$ cat src/rtl/slice_param_pkg.sv
// rtl/slice_param_pkg.sv - field offsets, encodings and sizing helpers for slice_param
// Frame layout, LSB first:
//   lane i at i*lane_bits(K): LUT[2^K-1:0], DSEL[1:0], OSEL[1:0]
//   then CE_INV, SR_INV, CSRC[1:0], SRVAL
package slice_param_pkg;

  // Per-lane fields; the LUT table always sits at lane offset 0.
  function automatic int lane_bits(input int k);
    return (1 << k) + 4;
  endfunction

  function automatic int dsel_off(input int k);
    return (1 << k);
  endfunction

  function automatic int osel_off(input int k);
    return (1 << k) + 2;
  endfunction

  // Slice-wide fields, relative to the end of the last lane.
  localparam int CE_INV_OFF  = 0;
  localparam int SR_INV_OFF  = 1;
  localparam int CSRC_OFF    = 2;
  localparam int SRVAL_OFF   = 4;
  localparam int GLOBAL_BITS = 5;

  function automatic int cfg_bits(input int num_lanes, input int k);
    return num_lanes * lane_bits(k) + GLOBAL_BITS;
  endfunction

  function automatic int cfg_words(input int num_lanes, input int k, input int cfg_w);
    return (cfg_bits(num_lanes, k) + cfg_w - 1) / cfg_w;
  endfunction

  // Carry-in source of lane 0
  localparam logic [1:0] CSRC_CIN  = 2'b00;
  localparam logic [1:0] CSRC_X0   = 2'b01;
  localparam logic [1:0] CSRC_ZERO = 2'b10;
  localparam logic [1:0] CSRC_ONE  = 2'b11;

  // Combinational output select
  localparam logic [1:0] OSEL_S  = 2'b00;
  localparam logic [1:0] OSEL_CO = 2'b01;
  localparam logic [1:0] OSEL_F7 = 2'b10;
  localparam logic [1:0] OSEL_O  = 2'b11;

  // Flip-flop D select
  localparam logic [1:0] DSEL_O  = 2'b00;
  localparam logic [1:0] DSEL_S  = 2'b01;
  localparam logic [1:0] DSEL_X  = 2'b10;
  localparam logic [1:0] DSEL_F7 = 2'b11;

  typedef enum logic [1:0] {
    ST_IDLE   = 2'd0,
    ST_LOAD   = 2'd1,
    ST_COMMIT = 2'd2
  } cfg_state_e;

endpackage

$ cat src/rtl/slice_lane.sv
// rtl/slice_lane.sv - one slice lane: LUT, carry cell, output/D muxes and flip-flop
// Ports:
//   clk, rst_n      clock, synchronous active-low reset (clears q)
//   addr, lut       LUT address and table from the active frame
//   dsel, osel      D and combinational output selects
//   x, ci, f7       lane bypass input, carry in, pair F7 result
//   ce, sr, srval   polarity-corrected enable and set/reset, set/reset value
//   o, omux, q      LUT output, selected combinational output, FF output
module slice_lane
  import slice_param_pkg::*;
#(
  parameter int K = 6
) (
  input  logic              clk,
  input  logic              rst_n,
  input  logic [K-1:0]      addr,
  input  logic [(1<<K)-1:0] lut,
  input  logic [1:0]        dsel,
  input  logic [1:0]        osel,
  input  logic              x,
  input  logic              ci,
  input  logic              f7,
  input  logic              ce,
  input  logic              sr,
  input  logic              srval,
  output logic              o,
  output logic              omux,
  output logic              q
);

  logic s;
  logic co;
  logic d;

  // The LUT output doubles as the propagate term; x is the generate value.
  assign o  = lut[addr];
  assign s  = o ^ ci;
  assign co = o ? ci : x;

  always_comb begin
    omux = s;
    case (osel)
      OSEL_S:  omux = s;
      OSEL_CO: omux = co;
      OSEL_F7: omux = f7;
      OSEL_O:  omux = o;
      default: omux = s;
    endcase
  end

  always_comb begin
    d = o;
    case (dsel)
      DSEL_O:  d = o;
      DSEL_S:  d = s;
      DSEL_X:  d = x;
      DSEL_F7: d = f7;
      default: d = o;
    endcase
  end

  // Set/reset wins over the enable.
  always_ff @(posedge clk) begin
    if (!rst_n) begin
      q <= 1'b0;
    end else if (sr) begin
      q <= srval;
    end else if (ce) begin
      q <= d;
    end
  end

endmodule

$ cat src/rtl/slice_param.sv
// rtl/slice_param.sv - parametrised slice with atomic word-wide configuration loader
// Ports:
//   clk, rst_n                      clock, synchronous active-low reset
//   lut_in                          lane i LUT address = lut_in[i*K +: K]
//   X, CE, SR, CIN                  lane bypass, FF enable, FF set/reset, carry in
//   COUT, O, Q, OMUX                carry out, LUT outputs, FF outputs, selected outputs
//   cfg_data, cfg_valid, cfg_ready  config word stream, word 0 = frame LSBs
//   cfg_abort                       drop the partially loaded frame
//   cfg_busy, cfg_done              frame in flight, one-cycle commit pulse
module slice_param
  import slice_param_pkg::*;
#(
  parameter int NUM_LANES = 4,
  parameter int K         = 6,
  parameter int CFG_W     = 32
) (
  input  logic                   clk,
  input  logic                   rst_n,
  input  logic [NUM_LANES*K-1:0] lut_in,
  input  logic [NUM_LANES-1:0]   X,
  input  logic                   CE,
  input  logic                   SR,
  input  logic                   CIN,
  output logic                   COUT,
  output logic [NUM_LANES-1:0]   O,
  output logic [NUM_LANES-1:0]   Q,
  output logic [NUM_LANES-1:0]   OMUX,
  input  logic [CFG_W-1:0]       cfg_data,
  input  logic                   cfg_valid,
  output logic                   cfg_ready,
  input  logic                   cfg_abort,
  output logic                   cfg_busy,
  output logic                   cfg_done
);

  localparam int LUT_N     = 1 << K;
  localparam int LANE_BITS = lane_bits(K);
  localparam int DSEL_OFF  = dsel_off(K);
  localparam int OSEL_OFF  = osel_off(K);
  localparam int LANES_END = NUM_LANES * LANE_BITS;
  localparam int CFG_BITS  = cfg_bits(NUM_LANES, K);
  localparam int CFG_WORDS = cfg_words(NUM_LANES, K, CFG_W);
  localparam int CNT_W     = (CFG_WORDS > 1) ? $clog2(CFG_WORDS) : 1;
  localparam logic [CNT_W-1:0] LAST_WORD = CNT_W'(CFG_WORDS - 1);

  cfg_state_e          state_q;
  logic [CNT_W-1:0]    cnt_q;
  logic [CFG_BITS-1:0] shadow_q;
  logic [CFG_BITS-1:0] active_q;
  logic                accept;

  assign cfg_ready = rst_n && (state_q != ST_COMMIT);
  assign cfg_busy  = (state_q == ST_LOAD) || (state_q == ST_COMMIT);
  assign accept    = cfg_valid && cfg_ready;

  // Words fill the shadow frame; the active frame only changes on the
  // commit edge, so the datapath never sees a partially written frame.
  // Padding bits of the last word have no storage.
  always_ff @(posedge clk) begin
    if (!rst_n) begin
      state_q  <= ST_IDLE;
      cnt_q    <= '0;
      shadow_q <= '0;
      active_q <= '0;
      cfg_done <= 1'b0;
    end else begin
      cfg_done <= 1'b0;
      case (state_q)
        ST_IDLE, ST_LOAD: begin
          if (cfg_abort) begin
            cnt_q   <= '0;
            state_q <= ST_IDLE;
          end else if (accept) begin
            for (int b = 0; b < CFG_BITS; b++) begin
              if (b / CFG_W == int'(cnt_q)) begin
                shadow_q[b] <= cfg_data[b % CFG_W];
              end
            end
            if (cnt_q == LAST_WORD) begin
              cnt_q   <= '0;
              state_q <= ST_COMMIT;
            end else begin
              cnt_q   <= cnt_q + 1'b1;
              state_q <= ST_LOAD;
            end
          end
        end
        ST_COMMIT: begin
          active_q <= shadow_q;
          cfg_done <= 1'b1;
          state_q  <= ST_IDLE;
        end
        default: state_q <= ST_IDLE;
      endcase
    end
  end

  logic                 ce_eff;
  logic                 sr_eff;
  logic                 carry;
  logic [NUM_LANES-1:0] ci;
  logic [NUM_LANES-1:0] f7;

  assign ce_eff = CE ^ active_q[LANES_END + CE_INV_OFF];
  assign sr_eff = SR ^ active_q[LANES_END + SR_INV_OFF];

  // Ripple carry: each lane passes ci when its LUT output propagates,
  // otherwise it generates X[i].
  always_comb begin
    carry = 1'b0;
    case (active_q[LANES_END + CSRC_OFF +: 2])
      CSRC_CIN:  carry = CIN;
      CSRC_X0:   carry = X[0];
      CSRC_ZERO: carry = 1'b0;
      CSRC_ONE:  carry = 1'b1;
      default:   carry = 1'b0;
    endcase
    ci = '0;
    for (int i = 0; i < NUM_LANES; i++) begin
      ci[i] = carry;
      carry = O[i] ? carry : X[i];
    end
    COUT = carry;
  end

  // F7 of a lane pair is selected by the even lane's X and shared by both lanes.
  for (genvar j = 0; j < NUM_LANES / 2; j++) begin : g_pair
    logic f7_pair;
    assign f7_pair     = X[2*j] ? O[2*j+1] : O[2*j];
    assign f7[2*j]     = f7_pair;
    assign f7[2*j+1]   = f7_pair;
  end

  for (genvar i = 0; i < NUM_LANES; i++) begin : g_lane
    localparam int BASE = i * LANE_BITS;
    slice_lane #(
      .K(K)
    ) u_lane (
      .clk   (clk),
      .rst_n (rst_n),
      .addr  (lut_in[i*K +: K]),
      .lut   (active_q[BASE +: LUT_N]),
      .dsel  (active_q[BASE + DSEL_OFF +: 2]),
      .osel  (active_q[BASE + OSEL_OFF +: 2]),
      .x     (X[i]),
      .ci    (ci[i]),
      .f7    (f7[i]),
      .ce    (ce_eff),
      .sr    (sr_eff),
      .srval (active_q[LANES_END + SRVAL_OFF]),
      .o     (O[i]),
      .omux  (OMUX[i]),
      .q     (Q[i])
    );
  end

endmodule

$ cat config.mk
export PLATFORM = sky130hd
export DESIGN_NAME = slice_param
export DESIGN_NICKNAME = d
export VERILOG_FILES = /design/src/rtl/slice_param_pkg.sv /design/src/rtl/slice_lane.sv /design/src/rtl/slice_param.sv
export SDC_FILE = /design/constraint.sdc
export NUM_CORES = 1
export LEC_CHECK = 0
export CAP_MARGIN = 25
export CORE_MARGIN = 2
export CORE_UTILIZATION = 60
export CTS_CLUSTER_DIAMETER = 40
export DETAILED_ROUTE_END_ITERATION = 16
export PLACE_DENSITY = 0.74
export SETUP_SLACK_MARGIN = 0.1
export SLEW_MARGIN = 20
export SYNTH_ARGS = -nofsm -noshare
export SYNTH_HDL_FRONTEND = slang
export SYNTH_SLANG_ARGS = --single-unit
$ cat constraint.sdc
create_clock -name clk -period 10.45 [get_ports clk]
set_clock_uncertainty 0.05 [all_clocks]
set_input_delay 1.5675 -clock clk [delete_from_list [all_inputs] [get_ports clk]]
set_output_delay 1.5675 -clock clk [all_outputs]
set_load 0.005 [all_outputs]
==> impl_metrics.json <==
{
  "ios": 83,
  "postCtsHoldBufs": 0,
  "synth_top_family_by_area": "simple AND/OR/NAND/NOR gates",
  "max_freq_ghz": 0.136,
  "setup_repair_after_global_routing_missed_its_margin": "no",
  "grt_usage": 0.305,
  "finalCritPeriodShare": 0.706,
  "finalSetupTns_ps": 0,
  "ff_latch_area_mm2": 0.0113,
  "cp_max_fo": 15,
  "post-cts-setup-buffers": 0,
  "clkTransAtPathRegs_ps": 60,
  "synth_enable_flop_cells": 0,
  "drc_errors": 0,
  "report.final.setup_viol": 0,
  "path_type_of_the_worst_min_delay_path": "reg2reg",
  "cpPeakStageDelay_ps": 990,
  "final_std_cells_w_o_fill": 3097,
  "routedWlPerCell_um": 20.7,
  "synth.area.mux_share": 0.180,
  "grt_pass1_vias": 17200,
  "finish.instance_area_mm2": 0.0276,
  "tightestPinTransition_ps": 1230,
  "crit_chain": "clkdlybuf4s50_1 > mux4_2 > nor2_1 > or4_1 > nand4_1 > or2_1 > a31oi_4 > o211ai_1 > a311oi_1 > clkdlybuf4s50_1",
  "hold_viol": 0,
  "synth-main-ff-cell": "sky130_fd_sc_hd__dfxtp_1",
  "start_util": 0.610,
  "number_of_warnings_issued_by_yosys": 0,
  "mapped_cells": 2553,
  "fillCellCount": 3079,
  "first_pass_detailed_route_iteration_total": 5,
  "dp_hpwl_mm": 38.6,
  "cts_tree": "done",
  "yosys.area_share.xor_xnor": 0.00144,
  "asyncSetResetFlopFracSynth": 0,
  "gr-total-overflow": 0,
  "synthesis.area_mm2": 0.0244,
  "ys_seq_area_frac": 0.464,
  "drive_gt1_frac": 0.0828,
  "numPlacedInstances": 2962,
  "cts_made_buffers": 72,
  "height_of_the_die_um": 205,
  "p_leak_uw": 0.00880,
  "fp.coreArea_mm2": 0.0399,
  "cp_data_arrival_time_ps": 5760,
  "syn_nets": 2627,
  "vdd_ir_drop_max_uv": 139,
  "synthesis.area_per_instance_um2": 9.54,
  "drv_cap": 0,
  "ys_ff_latch": 565,
  "antenna_left": 0,
  "final_util": 0.691,
  "grt_first_pass_wirelength_mm": 98.6,
  "multiInputGateArea_mm2": 0.0120,
  "gp_congestion": 0.877,
  "path_common_cell": "sky130_fd_sc_hd__clkdlybuf4s50_1",
  "power_per_cell_area_mw_per_mm2": 177,
  "ctsRootBufferMaster": "sky130_fd_sc_hd__clkbuf_16",
  "drt_iter0_markers": 1396,
  "cts.repair.resized": 0,
  "clock_latency_ps": 600,
  "yosys.cell_types.count": 70,
  "critical_path.slowest_cell": "sky130_fd_sc_hd__clkdlybuf4s50_1",
  "min_period_ps": 7380,
  "run_status": "complete, no violations",
  "via_per_inst": 5.78,
  "grt_max_degree": 174,
  "max-clock-path-buffers": 3,
  "clock_tree.htree_level_count": 3,
  "rows": 73,
  "die_span_x_um": 205,
  "timing.hold.worst_path_depth": 2,
  "placed_area_mm2": 0.0251,
  "nNetsFinal": 2590,
  "area_growth_from_synthesis_to_final_layout_pct": 13.3,
  "die-area_mm2": 0.0422,
  "timing.reg2reg.worst_path_depth": 10,
  "count_of_input_and_output_buffers": 82,
  "grt_antenna_before_repair": 2,
  "adder_cell_area_share_of_the_yosys_netlist": 0.00401,
  "vias": 17900,
  "layout_commonest_cell": "sky130_fd_sc_hd__nand2_1",
  "routed_wl_mm": 64.2,
  "required_ps": 8830,
  "cts.sinks": 565,
  "slew-limit-headroom": 0.177,
  "timing_worst_setup_path_type": "in2out",
  "worstSetupEndpointType": "output pin",
  "startpoint_type": "input pin",
  "slew_viol_final": 0,
  "simple_gate_share_of_the_synthesized_area": 0.193,
  "antenna_cells": 0,
  "mostFrequentLayoutCells": "sky130_fd_sc_hd__nand2_1 (589), sky130_fd_sc_hd__dfxtp_1 (565), sky130_fd_sc_hd__mux2i_1 (313)",
  "synth_compound_area_frac": 0.113
}
-- metrics by stage --
step | setup WS, ps | hold slack, ps | power (uW)
after floorplan | 4940 | 385 | 2350
after global placement | 2790 | 391 | 2440
after detailed placement | 2670 | 397 | 2440
after CTS | 2680 | 405 | 4910
after global routing | 2870 | 420 | 5020
final | 3070 | 406 | 4890
-- layer usage --
layer	vias up	wire, um	global-route usage
li1	8519	-	-
met1	8743	29200	0.433
met2	543	29500	0.484
met3	94	3990	0.0448
met4	0	1440	0.0910
met5	-	0	0
-- final timing paths --
| kind | from | end | slack, ps |
|---|---|---|---|
| max reg2reg | state_q[0]$_SDFFE_PP0P_ | shadow_q[80]$_SDFFE_PN0P_ | 6580 |
| min | shadow_q[98]$_SDFFE_PN0P_ | shadow_q[98]$_SDFFE_PN0P_ | 410 |
| max | lut_in[7] | OMUX[3] | 3070 |
| min reg2reg | shadow_q[98]$_SDFFE_PN0P_ | shadow_q[98]$_SDFFE_PN0P_ | 410 |
-- registers in the layout, indices dropped and copies added, names as in the netlist --
signal	cells
g_lane.u_lane.q	4
cfg_done	1
cnt_q	4
active_q	277
state_q	2
shadow_q	277
-- cell type report --
class / count / area share
inverters: 17 / 0.00231
clock buffers: 89 / 0.0702
clock inverters: 41 / 0.0176
flip-flops and latches: 565 / 0.410
repair buffers: 114 / 0.0416
multi-input cells: 1746 / 0.435
well taps: 525 / 0.0238
-- kinds of logic after synthesis --
| family | Yosys count |
|---|---|
| muxes | 372 |
| adders and majority gates | 8 |
| and+or+nand+nor | 992 |
| buffers and inverters | 242 |
| DFF | 565 |
| AOI/OAI and AO/OA | 370 |
| xor gates and xnor gates | 4 |
-- worst max-delay path: cells and delay by family --
kind,cells,cell delay (ps)
multiplexers,1,590
AO/OA/AOI/OAI,3,970
buffers and inverters,2,1590
AND/OR/NAND/NOR,4,1030
-- power breakdown --
| part | switching, uW | internal (uW) | total (uW) | leakage, uW |
|---|---|---|---|---|
| Clock | 990 | 1490 | 2480 | 0.00116 |
| Combinational | 143 | 96.4 | 239 | 0.00309 |
| Sequential | 4.11 | 2160 | 2170 | 0.00455 |
-- cells in the mapped netlist (all sizes together) (6+ instances only) --
library cell    n  share of area
nor3            9         0.0018
nand2         589          0.091
nand3b          6         0.0018
a21oi          16         0.0034
and2           10         0.0026
or3             6         0.0015
ha              7         0.0036
nand3          20         0.0041
clkbuf        143          0.022
nor3b           6         0.0018
a22oi          12         0.0037
mux4           49          0.047
mux2i         313           0.13
a21boi        280          0.086
nor2b         288          0.074
inv            17         0.0026
mux2           10         0.0046
nor2           26         0.0041
buf            82          0.020
o21ai          12         0.0025
dfxtp         565           0.46
nand2b          8         0.0021
Note: power is estimated with default switching activity, not from simulation.
